$ cat config.mk
export PLATFORM = sky130hd
export DESIGN_NAME = branch_resolve_queue
export DESIGN_NICKNAME = d
export VERILOG_FILES = /design/src/rtl/branch_resolve_queue.sv
export SDC_FILE = /design/constraint.sdc
export NUM_CORES = 1
export LEC_CHECK = 0
export CAP_MARGIN = 0
export CORE_ASPECT_RATIO = 0.9
export CORE_UTILIZATION = 49
export CTS_CLUSTER_DIAMETER = 40
export DETAILED_ROUTE_END_ITERATION = 12
export DONT_BUFFER_PORTS = 1
export PLACE_DENSITY = 0.77
export REMOVE_ABC_BUFFERS = 1
export SLEW_MARGIN = 20
export SYNTH_ARGS = -nofsm -noshare
export SYNTH_HDL_FRONTEND = slang
export SYNTH_SLANG_ARGS = --single-unit
$ cat constraint.sdc
create_clock -name clk -period 3.2 [get_ports clk]
set_clock_uncertainty 0.15 [all_clocks]
set_input_delay 0.96 -clock clk [delete_from_list [all_inputs] [get_ports clk]]
set_output_delay 0.96 -clock clk [all_outputs]
set_load 0.01 [all_outputs]
$ cat src/rtl/branch_resolve_queue.sv
// In-flight conditional-branch tracker: holds predicted branches from fetch, resolves them in
// order against execute outcomes, trains the PHT and raises flush/redirect on mispredicts.
module branch_resolve_queue #(
    parameter int unsigned DEPTH = 4,
    parameter int unsigned PC_W  = 16
) (
    input  logic                     clk,
    input  logic                     rst,
    input  logic                     push_valid,
    input  logic [PC_W-1:0]          push_pc,
    input  logic                     push_pred_taken,
    output logic                     push_ready,
    input  logic                     res_valid,
    input  logic                     res_taken,
    input  logic [PC_W-1:0]          res_target,
    output logic                     upd_valid,
    output logic [PC_W-1:0]          upd_pc,
    output logic                     upd_taken,
    output logic                     flush,
    output logic [PC_W-1:0]          redirect_pc,
    output logic                     res_err,
    output logic [$clog2(DEPTH):0]   count,
    output logic [15:0]              branch_cnt,
    output logic [15:0]              mispredict_cnt
);

    localparam int unsigned PtrW = $clog2(DEPTH);
    localparam int unsigned CntW = PtrW + 1;

    // Entry storage; not reset since count/pointers define what is live
    logic [PC_W-1:0] pc_mem_q   [DEPTH];
    logic            pred_mem_q [DEPTH];

    logic [PtrW-1:0] rd_ptr_q, rd_ptr_d;
    logic [PtrW-1:0] wr_ptr_q, wr_ptr_d;
    logic [CntW-1:0] count_q, count_d;

    logic            upd_valid_q, upd_valid_d;
    logic [PC_W-1:0] upd_pc_q, upd_pc_d;
    logic            upd_taken_q, upd_taken_d;
    logic            flush_q, flush_d;
    logic [PC_W-1:0] redirect_pc_q, redirect_pc_d;
    logic            res_err_q, res_err_d;
    logic [15:0]     branch_cnt_q, branch_cnt_d;
    logic [15:0]     mispredict_cnt_q, mispredict_cnt_d;

    logic            queue_full;
    logic            queue_empty;
    logic            do_push;
    logic            do_res;
    logic            mispredict;
    logic            mem_we;
    logic [PC_W-1:0] head_pc;
    logic            head_pred;

    assign queue_full  = (count_q == CntW'(DEPTH));
    assign queue_empty = (count_q == '0);
    assign head_pc     = pc_mem_q[rd_ptr_q];
    assign head_pred   = pred_mem_q[rd_ptr_q];

    always_comb begin
        do_push    = push_valid & ~queue_full;
        do_res     = res_valid & ~queue_empty;
        mispredict = do_res & (res_taken != head_pred);
        // A push coinciding with a mispredict is on the wrong path
        mem_we     = do_push & ~mispredict;
    end

    always_comb begin
        rd_ptr_d = rd_ptr_q;
        wr_ptr_d = wr_ptr_q;
        count_d  = count_q;

        if (mispredict) begin
            rd_ptr_d = wr_ptr_q;
            count_d  = '0;
        end else begin
            if (do_res) begin
                rd_ptr_d = rd_ptr_q + 1'b1;
            end
            if (mem_we) begin
                wr_ptr_d = wr_ptr_q + 1'b1;
            end
            if (do_res && !mem_we) begin
                count_d = count_q - 1'b1;
            end else if (mem_we && !do_res) begin
                count_d = count_q + 1'b1;
            end
        end
    end

    always_comb begin
        upd_valid_d      = do_res;
        upd_pc_d         = upd_pc_q;
        upd_taken_d      = upd_taken_q;
        flush_d          = mispredict;
        redirect_pc_d    = redirect_pc_q;
        res_err_d        = res_valid & queue_empty;
        branch_cnt_d     = branch_cnt_q;
        mispredict_cnt_d = mispredict_cnt_q;

        if (do_res) begin
            upd_pc_d    = head_pc;
            upd_taken_d = res_taken;
            if (branch_cnt_q != 16'hFFFF) begin
                branch_cnt_d = branch_cnt_q + 16'd1;
            end
        end

        if (mispredict) begin
            redirect_pc_d = res_taken ? res_target : head_pc + PC_W'(4);
            if (mispredict_cnt_q != 16'hFFFF) begin
                mispredict_cnt_d = mispredict_cnt_q + 16'd1;
            end
        end
    end

    always_ff @(posedge clk) begin
        if (mem_we) begin
            pc_mem_q[wr_ptr_q]   <= push_pc;
            pred_mem_q[wr_ptr_q] <= push_pred_taken;
        end
    end

    always_ff @(posedge clk) begin
        if (rst) begin
            rd_ptr_q         <= '0;
            wr_ptr_q         <= '0;
            count_q          <= '0;
            upd_valid_q      <= 1'b0;
            upd_pc_q         <= '0;
            upd_taken_q      <= 1'b0;
            flush_q          <= 1'b0;
            redirect_pc_q    <= '0;
            res_err_q        <= 1'b0;
            branch_cnt_q     <= '0;
            mispredict_cnt_q <= '0;
        end else begin
            rd_ptr_q         <= rd_ptr_d;
            wr_ptr_q         <= wr_ptr_d;
            count_q          <= count_d;
            upd_valid_q      <= upd_valid_d;
            upd_pc_q         <= upd_pc_d;
            upd_taken_q      <= upd_taken_d;
            flush_q          <= flush_d;
            redirect_pc_q    <= redirect_pc_d;
            res_err_q        <= res_err_d;
            branch_cnt_q     <= branch_cnt_d;
            mispredict_cnt_q <= mispredict_cnt_d;
        end
    end

    assign push_ready     = ~queue_full;
    assign upd_valid      = upd_valid_q;
    assign upd_pc         = upd_pc_q;
    assign upd_taken      = upd_taken_q;
    assign flush          = flush_q;
    assign redirect_pc    = redirect_pc_q;
    assign res_err        = res_err_q;
    assign count          = count_q;
    assign branch_cnt     = branch_cnt_q;
    assign mispredict_cnt = mispredict_cnt_q;

endmodule

==> impl.org, run 1 <==
** Status
- The run finished with clean final reports.

** Critical path
- Along the worst path, the maximum fanout reaches 5.
- By instance count, the cell type seen most on the critical path is sky130_fd_sc_hd__inv_1.
- Nature of the critical path endpoint :: flop
- Worst reg2reg path depth :: 11
- The critical path is of the reg2reg type.
- Number of cells on the critical path :: 11
- Buffers & Inverters on Critical Path :: 2
- In this design, the stage delay of the slowest critical-path cell is ~0.54 ns.
- Required time at the worst-slack endpoint :: 3.37 ns
- The worst setup path is launched from a flop.
- WP data arrival :: 2.79 ns
- Traced cell by cell, the critical path runs through or3b_2 > nand2_1 > a21oi_1 > inv_1 > ha_1 > inv_1 > fa_1 > xor2_1 > nor2_1 > xnor2_1 > nor3_1.
- Family with the most delay on the worst path :: simple AND/OR/NAND/NOR gates
- Worst-path cell with the longest stage delay :: sky130_fd_sc_hd__or3b_2

** Power and ir drop
- In this run the power density over the cells is between 800 and 900 mW/mm².
- Leakage power of the design :: between 2 and 2.5 nW
- Of the total power, registers draw 0.443.
- Of the total power, combinational logic draws 0.209.
- Internal power :: ~0.0039 W
- Switching component of the power :: 0.00173 W
- Of the total power, the share spent switching nets is 0.308.
- VDD sags by at most 0.614 mV.
- Of the total power, the clock network draws 0.348.

** Floorplanning
- Die outline area :: around 0.013 mm²
- Cell row count :: 38
- Horiz. Die Dim :: between 100 and 150 µm
- Area of the core region :: 0.0121 mm²
- From bottom edge to top edge, the die measures 108 µm.
- For this design the top-level I/O count stands at 110.
- Initial Utilization :: 0.507

** Final layout
- In the final layout, the share of cells above drive strength 1 is 0.129.
- Counting the fill cells in the layout gives about 980.
- The finished cells cover 0.00691 mm².
- N_diodes :: 0
- The final layout contains 578 nets.
- Share of the core filled with cells in the final layout :: 0.570
- Total area of multi-input combinational cells :: 0.00238 mm²
- Area added between synthesis and finish :: 12.4%
- In the final layout, flip-flops and latches occupy 0.00358 mm².

** Drt
- The pre-antenna-repair detailed-routing pass consisted of 5 iterations.
- Count of unresolved DRC violations after routing :: 0
- In the routed layout, each cell is associated on average with a via count of 5.90.
- The routed layout has 4153 vias.
- Aggregate routed wire length :: 13400 µm
- Average wire length per cell after detail routing :: 19.1 µm
- DR iter-0 viols :: between 200 and 250
- Antenna violation net count after detailed routing :: 0

** Synth
- Sequential cell area fraction in the yosys report :: 0.583
- Area fraction in compound gates after synthesis :: 0.109
- Of the total synthesized cell area, the portion taken by XOR and XNOR cells is 0.0358.
- For this run, the number of Yosys warnings is 0.
- In the synthesized netlist the dominant register cell turns out to be sky130_fd_sc_hd__dfxtp_1.
- Largest family of logic cells by synthesized area :: simple AND/OR/NAND/NOR gates
- Multiplexer area fraction after synthesis :: 0.0771
- Synth Area in Adders :: 0.0195
- Counting every instance in the synthesized netlist gives 527.
- Fraction of synthesis flops using an asynchronous set or reset pin :: 0
- Register bit total from synthesis :: 145
- Synth unique cells :: 51
- Of the total synthesized cell area, the portion taken by AND, OR, NAND and NOR gates is 0.144.
- Number of enable flip-flop cells after synthesis :: 68
- In this run the cell area of the synthesized design comes to 0.00615 mm².
- Dividing the synthesized area by the synthesized cell count gives 11.7 µm².

** STA
- Relative slew margins :: 0.621
- The number of pins exceeding their max-slew limit in the final report was 0.
- Time the worst path needs with I/O delays and setup :: 2.62 ns
- Actual slew at the worst max-slew pin :: 0.564 ns
- Derived from the worst setup path, the maximum achievable clock frequency is 382 MHz.
- The total count of hold-check failures in the final report is 0.
- Setup slack on the critical path of the routed design comes to 0.580 ns.
- Setup violations remaining at the end of the flow were counted as 0.
- In the final timing run, aggregate negative setup slack is 0 ns.
- Hold Slack :: about 0.32 ns
- Of the available clock period, the critical path in the final layout requires 0.819.
- Setup repair after global routing left no endpoint under its margin.

** Placement
- Count of buffers inserted at the top-level ports :: 0
- The congestion estimate from routability-driven global placement came to just over 0.8.
- Once placement finished, the instance area stood at 0.00632 mm².
- Post-detailed-placement half-perimeter wirelength :: 8800 µm
- Before CTS, the worst setup slack after placement is 0.513 ns.

** Clock network
- Post-CTS Setup Repair Bufs :: 0
- The H-tree was split into 4 levels.
- In this run, post-CTS hold repair placed 0 buffers.
- Number of buffers added by the clock tree synthesis step :: 17
- The clock reaches the later pin of the worst-skew pair after 0.43 ns.
- CTS clk-pin slew, worst paths :: 0.06 ns
- Clock root buffer :: sky130_fd_sc_hd__clkbuf_16
- Max Buffers Root-to-Sink :: 2
- Cts repair resizes :: 0
- TritonCTS clock tree :: yes
- The clock drives about 150 sinks.

** Global route
- The via count of the first global-routing pass came to 4041.
- Across every metal layer, demand over resource in global routing totals 0.214.
- Number of antenna violations at the first check in global routing :: 0
- After global routing the overflow that remains totals 0.
- Global-route wire length before repair :: 20800 µm
- Largest net degree at the start of global routing :: 80

** Job
- Across the run, the number of max-cap violations was 0.

** Hold path
- Counting instances, the worst hold path has a depth of 2.
- Worst hold path type :: reg2reg
==> cell usage in the layout, fill, tap and decap left out, types with 13 or more instances in the layout <==
| cell | n |
|---|---|
| sky130_fd_sc_hd__or3_1 | 14 |
| sky130_fd_sc_hd__inv_1 | 16 |
| sky130_fd_sc_hd__dfxtp_1 | 77 |
| sky130_fd_sc_hd__mux4_2 | 17 |
| sky130_fd_sc_hd__nand2_1 | 58 |
| sky130_fd_sc_hd__nor2_1 | 24 |
| sky130_fd_sc_hd__o21ai_0 | 22 |
| sky130_fd_sc_hd__a21oi_1 | 42 |
| sky130_fd_sc_hd__buf_4 | 13 |
| sky130_fd_sc_hd__edfxtp_1 | 68 |
| sky130_fd_sc_hd__clkbuf_16 | 17 |
| sky130_fd_sc_hd__nor3_1 | 13 |
==> metal layers <==
layer	global-route usage	up-vias	wire length, µm
met5	0	-	0
met1	0.243	1995	5320
met2	0.344	175	6440
met3	0.102	26	1410
li1	-	1957	-
met4	0.0955	0	269
==> stage by stage <==
stage                     instances  total power, W
after global routing            704         0.00587
after floorplan                 499         0.00332
final                           704         0.00561
after detailed placement        672         0.00370
after global placement          672         0.00365
after CTS                       704         0.00564
==> area by class of cell <==
cell class / instances / area share
Inverter: 16 / 0.00869
Clock buffer: 18 / 0.0621
Timing Repair Buffer: 13 / 0.0141
Multi-Input combinational cell: 338 / 0.345
Sequential cell: 145 / 0.519
Clock inverter: 14 / 0.0225
Tap cell: 160 / 0.0290
==> state kept, by name (all words and copies together) (netlist names), 3 cells and up, named ones only <==
register,count
pc_mem_q,64
branch_cnt,16
count,3
pred_mem_q,4
mispredict_cnt,16
upd_pc,16
redirect_pc,16
==> cells by family (layout without fill, tap and decap cells) <==
family                   count (synthesis)  in the layout
XOR/XNOR                                23             23
AND/OR/NAND/NOR                        174            174
buffers and inverters                   44             61
multiplexers                            26             26
flip-flops                             145            145
adder cells (fa/ha/maj)                  9              9
AO/OA/AOI/OAI                          106            106
==> cells in the mapped netlist (5+ instances only) <==
cell type	instances	area, µm²
sky130_fd_sc_hd__a21oi_1	42	210
sky130_fd_sc_hd__a31oi_1	5	31.3
sky130_fd_sc_hd__and2_1	7	43.8
sky130_fd_sc_hd__and3_1	6	37.5
sky130_fd_sc_hd__clkbuf_1	18	67.6
sky130_fd_sc_hd__dfxtp_1	77	1540
sky130_fd_sc_hd__edfxtp_1	68	2040
sky130_fd_sc_hd__ha_1	8	100
sky130_fd_sc_hd__inv_1	16	60.1
sky130_fd_sc_hd__mux2i_1	8	80.1
sky130_fd_sc_hd__mux4_2	17	383
sky130_fd_sc_hd__nand2_1	58	218
sky130_fd_sc_hd__nand2b_1	6	37.5
sky130_fd_sc_hd__nand3_1	12	60.1
sky130_fd_sc_hd__nand3b_1	5	37.5
sky130_fd_sc_hd__nand4_1	7	43.8
sky130_fd_sc_hd__nor2_1	24	90.1
sky130_fd_sc_hd__nor3_1	13	65.1
sky130_fd_sc_hd__nor4_1	5	31.3
sky130_fd_sc_hd__o211ai_1	7	52.6
sky130_fd_sc_hd__o21ai_0	22	110
sky130_fd_sc_hd__o31ai_1	8	60.1
sky130_fd_sc_hd__or3_1	14	87.6
sky130_fd_sc_hd__xnor2_1	12	105
sky130_fd_sc_hd__xor2_1	10	87.6
==> path summary, 6_finish.rpt <==
path | startpoint | endpoint | slack (ns)
setup reg to reg | count[2] | count[2] | 0.58
setup / recovery | count[2] | count[2] | 0.58
hold reg to reg | rd_ptr_q[1] | flop | 0.32
hold / removal | rd_ptr_q[1] | flop | 0.32
==> power by group through the flow <==
stage / Sequential [W] / Clock (W) / Combinational [W]
after global routing: 0.00251 / 0.00206 / 0.00130
after CTS: 0.00249 / 0.00197 / 0.00118
final: 0.00248 / 0.00195 / 0.00117
after global placement: 0.00251 / 0 / 0.00114
after floorplan: 0.00249 / 0 / 0.000829
after detailed placement: 0.00252 / 0 / 0.00117
==> worst reg2reg max path, delay by kind of cell (launching register included) <==
| kind | cells | cell delay [ns] |
|---|---|---|
| AND/OR/NAND/NOR | 4 | 0.82 |
| adder cells (fa/ha/maj) | 2 | 0.55 |
| flip-flops | 1 | 0.51 |
| XOR/XNOR | 2 | 0.27 |
| buffers and inverters | 2 | 0.14 |
| AO/OA/AOI/OAI | 1 | 0.07 |
Power figures use the tool's default switching activity.
==> inputs of run 2 (changes only) <==
==> constraint.sdc (replaced) <==
create_clock -name clk -period 2.2 [get_ports clk]
set_clock_uncertainty 0.15 [all_clocks]
set_input_delay 0.66 -clock clk [delete_from_list [all_inputs] [get_ports clk]]
set_output_delay 0.66 -clock clk [all_outputs]
set_load 0.01 [all_outputs]
==> run 2 against run 1 <==
- the run now ends with setup timing left
- combinational power grew 110%
- fmax grew 5.2%
- register-to-register slack lost 0.87 ns
- hold slack lost 0.17 ns
- sequential cell count is the same
- core utilization grew 6.0 points
- sequential share of layout area shrank 4.9 points
- die area is the same
- non-clock buffer count grew 66
==> impl.org, run 2 (synthesis gave the netlist of run 1 again) <==
** Floorplanning
- Number of top-level pins :: 110 (unchanged)
- The x dimension of the die came to 120 µm (unchanged).
- Initial Utilization :: 0.507 (unchanged)
- Cell row count :: 38 (unchanged)
- The core footprint was 0.0121 mm² (unchanged).
- Die outline area :: 0.0130 mm² (unchanged)
- The die height is 108 µm (unchanged).

** Clock network
- Clock latency on the worst-skew pair :: 0.43 ns (about the same)
- The number of buffers inserted by hold repair at cts was 0 (unchanged).
- The tree is rooted in a sky130_fd_sc_hd__clkbuf_16.
- Number of levels in the clock H-tree :: 4 (unchanged)
- The maximum clock insertion buffer count is 2 (unchanged).
- CTS clk-pin slew, worst paths :: 0.06 ns (about the same)
- TritonCTS built the clock tree.
- Clock sink count :: 145 (unchanged)
- Number of buffers added by the clock tree synthesis step :: 17 (unchanged)

** Drt
- The number of antenna-violating nets in the routed design came to 0 (unchanged).
- DR iter-0 viols :: 280 (+18%)
- Via total after detailed routing :: 4412 (+6.2%)
- Count of unresolved DRC violations after routing :: 0 (unchanged)
- The number of vias per cell was 5.73 (-2.9%).
- The first-pass detailed-route iteration total came to 5 (unchanged).
- Aggregate routed wire length :: 14900 µm (+11%)
- Average wire length per cell after detail routing :: 19.3 µm (+1.4%)

** Final layout
- Leaving out fill and tap cells, the most frequent cell in the layout is sky130_fd_sc_hd__dfxtp_1.
- Share of final-layout standard cells stronger than drive strength 1 :: 0.245 (+0.116)
- Largest Register :: pc_mem_q
- Most used cells in the layout excluding fill and tap cells :: sky130_fd_sc_hd__dfxtp_1, sky130_fd_sc_hd__edfxtp_1, sky130_fd_sc_hd__buf_4
- The net count reported at finish was 644 (+11%).
- Flip-flop count of the largest register after layout :: 64 (unchanged)
- Compared with the post-synthesis result, the final layout area differs by 24.2%.
- Filler cell count :: 923 (-5.4%)

** Critical path
- Crit start category :: flop
- Nature of the critical path endpoint :: flop
- Worst-path fanout max :: 2 (-3)
- The worst setup path is of the reg2reg kind.
- WP data arrival :: 2.68 ns (-0.11 ns)
- The required time of the critical path was 2.39 ns (-0.98 ns).

** Power and ir drop
- The maximum vdd drop came to 0.728 mV (+19%).
- The power density over the cells came to 1180 mW/mm² (+45%).
- Total power draw :: 0.00897 W (+60%)
- The total leakage power is 2.65 nW (+17%).

** STA
- The final clock period utilization by the worst path came to 1.13 (+0.313).
- The post-route setup TNS came to -10.64 ns (-10.64 ns).
- Unrepaired setup endpoints after global routing :: yes
- The minimum setup slack in the final design came to -0.290 ns (-0.870 ns).
- The number of pins exceeding their max-slew limit in the final report is 0 (unchanged).
- Count of endpoints failing setup in the final report :: 79 (+79)
- The total count of hold-check failures in the final report was 0 (unchanged).
- The hold slack was 0.157 ns (-0.166 ns).
- The clock period minus final worst setup slack is 2.49 ns (-0.130 ns).
- The achievable clock frequency came to 402 MHz (+5.2%).
- The worst slew slack as a fraction of its limit came to 0.744 (+0.124).
- The slew at the pin closest to its max-slew limit was 0.382 ns (-0.182 ns).

** Placement
- Global placement routability congestion :: 0.790 (-3.7%)
- The setup slack after placement came to -0.334 ns (-0.847 ns).
- Post-detailed-placement half-perimeter wirelength :: 9570 µm (+8.8%)
- The number of I/O port buffers is 0 (unchanged).

** Global route
- Global-route wire length before repair :: 23200 µm (+11%)
- The total congestion overflow came to 0 (unchanged).
- The met3 track demand over resource in global routing came to 0.0860 (-0.0158).
- The met2 usage came to 0.417 (+0.0731).
- Global Route Usage Sum :: 0.241 (+0.0270)
- Busiest metal layer after global routing :: met2
- The global routing met1 resource utilization is 0.272 (+0.0286).
- Largest net degree at the start of global routing :: 80 (unchanged)
- The initial antenna violation count was 1 (+1).
- Vias in the first global route :: 4470 (+11%)

** Job
- Max_cap viols :: 0 (unchanged)

** Status
- The flow ran to the end, but the final reports show violations.
- Failing checks :: setup timing

** Hold path
- The worst hold path belongs to the class in2reg.
## run 2: changes by cell type in the layout (fill, tap and decap cells not counted), moves of 3 or more
| cell | delta |
|---|---|
| sky130_fd_sc_hd__buf_4 | +46 |
| sky130_fd_sc_hd__buf_6 | +11 |
| sky130_fd_sc_hd__and2_1 | -5 |
| sky130_fd_sc_hd__and2_4 | +5 |
| sky130_fd_sc_hd__buf_16 | +4 |
| sky130_fd_sc_hd__buf_8 | +3 |
| sky130_fd_sc_hd__inv_1 | -3 |
| sky130_fd_sc_hd__inv_2 | +3 |
| sky130_fd_sc_hd__o21ai_0 | -3 |
| sky130_fd_sc_hd__o21ai_1 | +3 |
## run 2: cell type report
type,count,area (µm²),share of cell area
inverters,16,60.1,0.00787
well taps,160,200,0.0262
flip-flops and latches,145,3580,0.470
clock inverters,13,161,0.0211
multi-input cells,338,2430,0.319
repair buffers,79,762,0.0998
diodes,1,2.50,0.000328
clock buffers,18,429,0.0562
## run 2: repair_timing
| action | in CTS | in global routing |
|---|---|---|
| endpoints found under the setup margin | 97 | 102 |
| pin swaps | 5 | 3 |
| gates cloned | 8 | 0 |
| buffers inserted | 11 | 11 |
| resized for setup | 28 | 22 |
## run 2: path summary, 6_finish.rpt
kind	end	startpoint	slack, ns	cells after the start
min	mispredict_cnt[3]	rst	0.16	1
max	count[1]	pred_mem_q[2]	-0.29	10
max reg2reg	count[1]	pred_mem_q[2]	-0.29	10
min reg2reg	flop	rd_ptr_q[1]	0.34	2
## run 2: per-layer routing
metal / share of wire / vias up
met5: 0 / -
met2: 0.51 / 156
met3: 0.080 / 25
met4: 0.017 / 0
met1: 0.39 / 2133
li1: - / 2098
## run 2: stage by stage
step	cells	area, µm²	util
after floorplan	499	6010	-
after global placement	718	6720	0.554
after detailed placement	718	6720	0.554
after CTS	767	7670	0.632
after global routing	770	7630	0.630
final	770	7630	0.630
## run 2: power breakdown
part           internal [W]  leakage (nW)  switching [W]
Sequential          0.00327          1.25       0.000314
Combinational       0.00125          1.12        0.00126
Clock               0.00178         0.282        0.00111
## run 2: critical path: stages (launching register included)
cell	delay, ns
sky130_fd_sc_hd__edfxtp_1	0.40
sky130_fd_sc_hd__mux4_2	0.55
sky130_fd_sc_hd__xor2_4	0.19
sky130_fd_sc_hd__a21oi_2	0.18
sky130_fd_sc_hd__inv_2	0.06
sky130_fd_sc_hd__ha_4	0.16
sky130_fd_sc_hd__inv_2	0.06
sky130_fd_sc_hd__fa_2	0.43
sky130_fd_sc_hd__nor2_2	0.09
sky130_fd_sc_hd__a21oi_1	0.04
sky130_fd_sc_hd__nor3_1	0.11
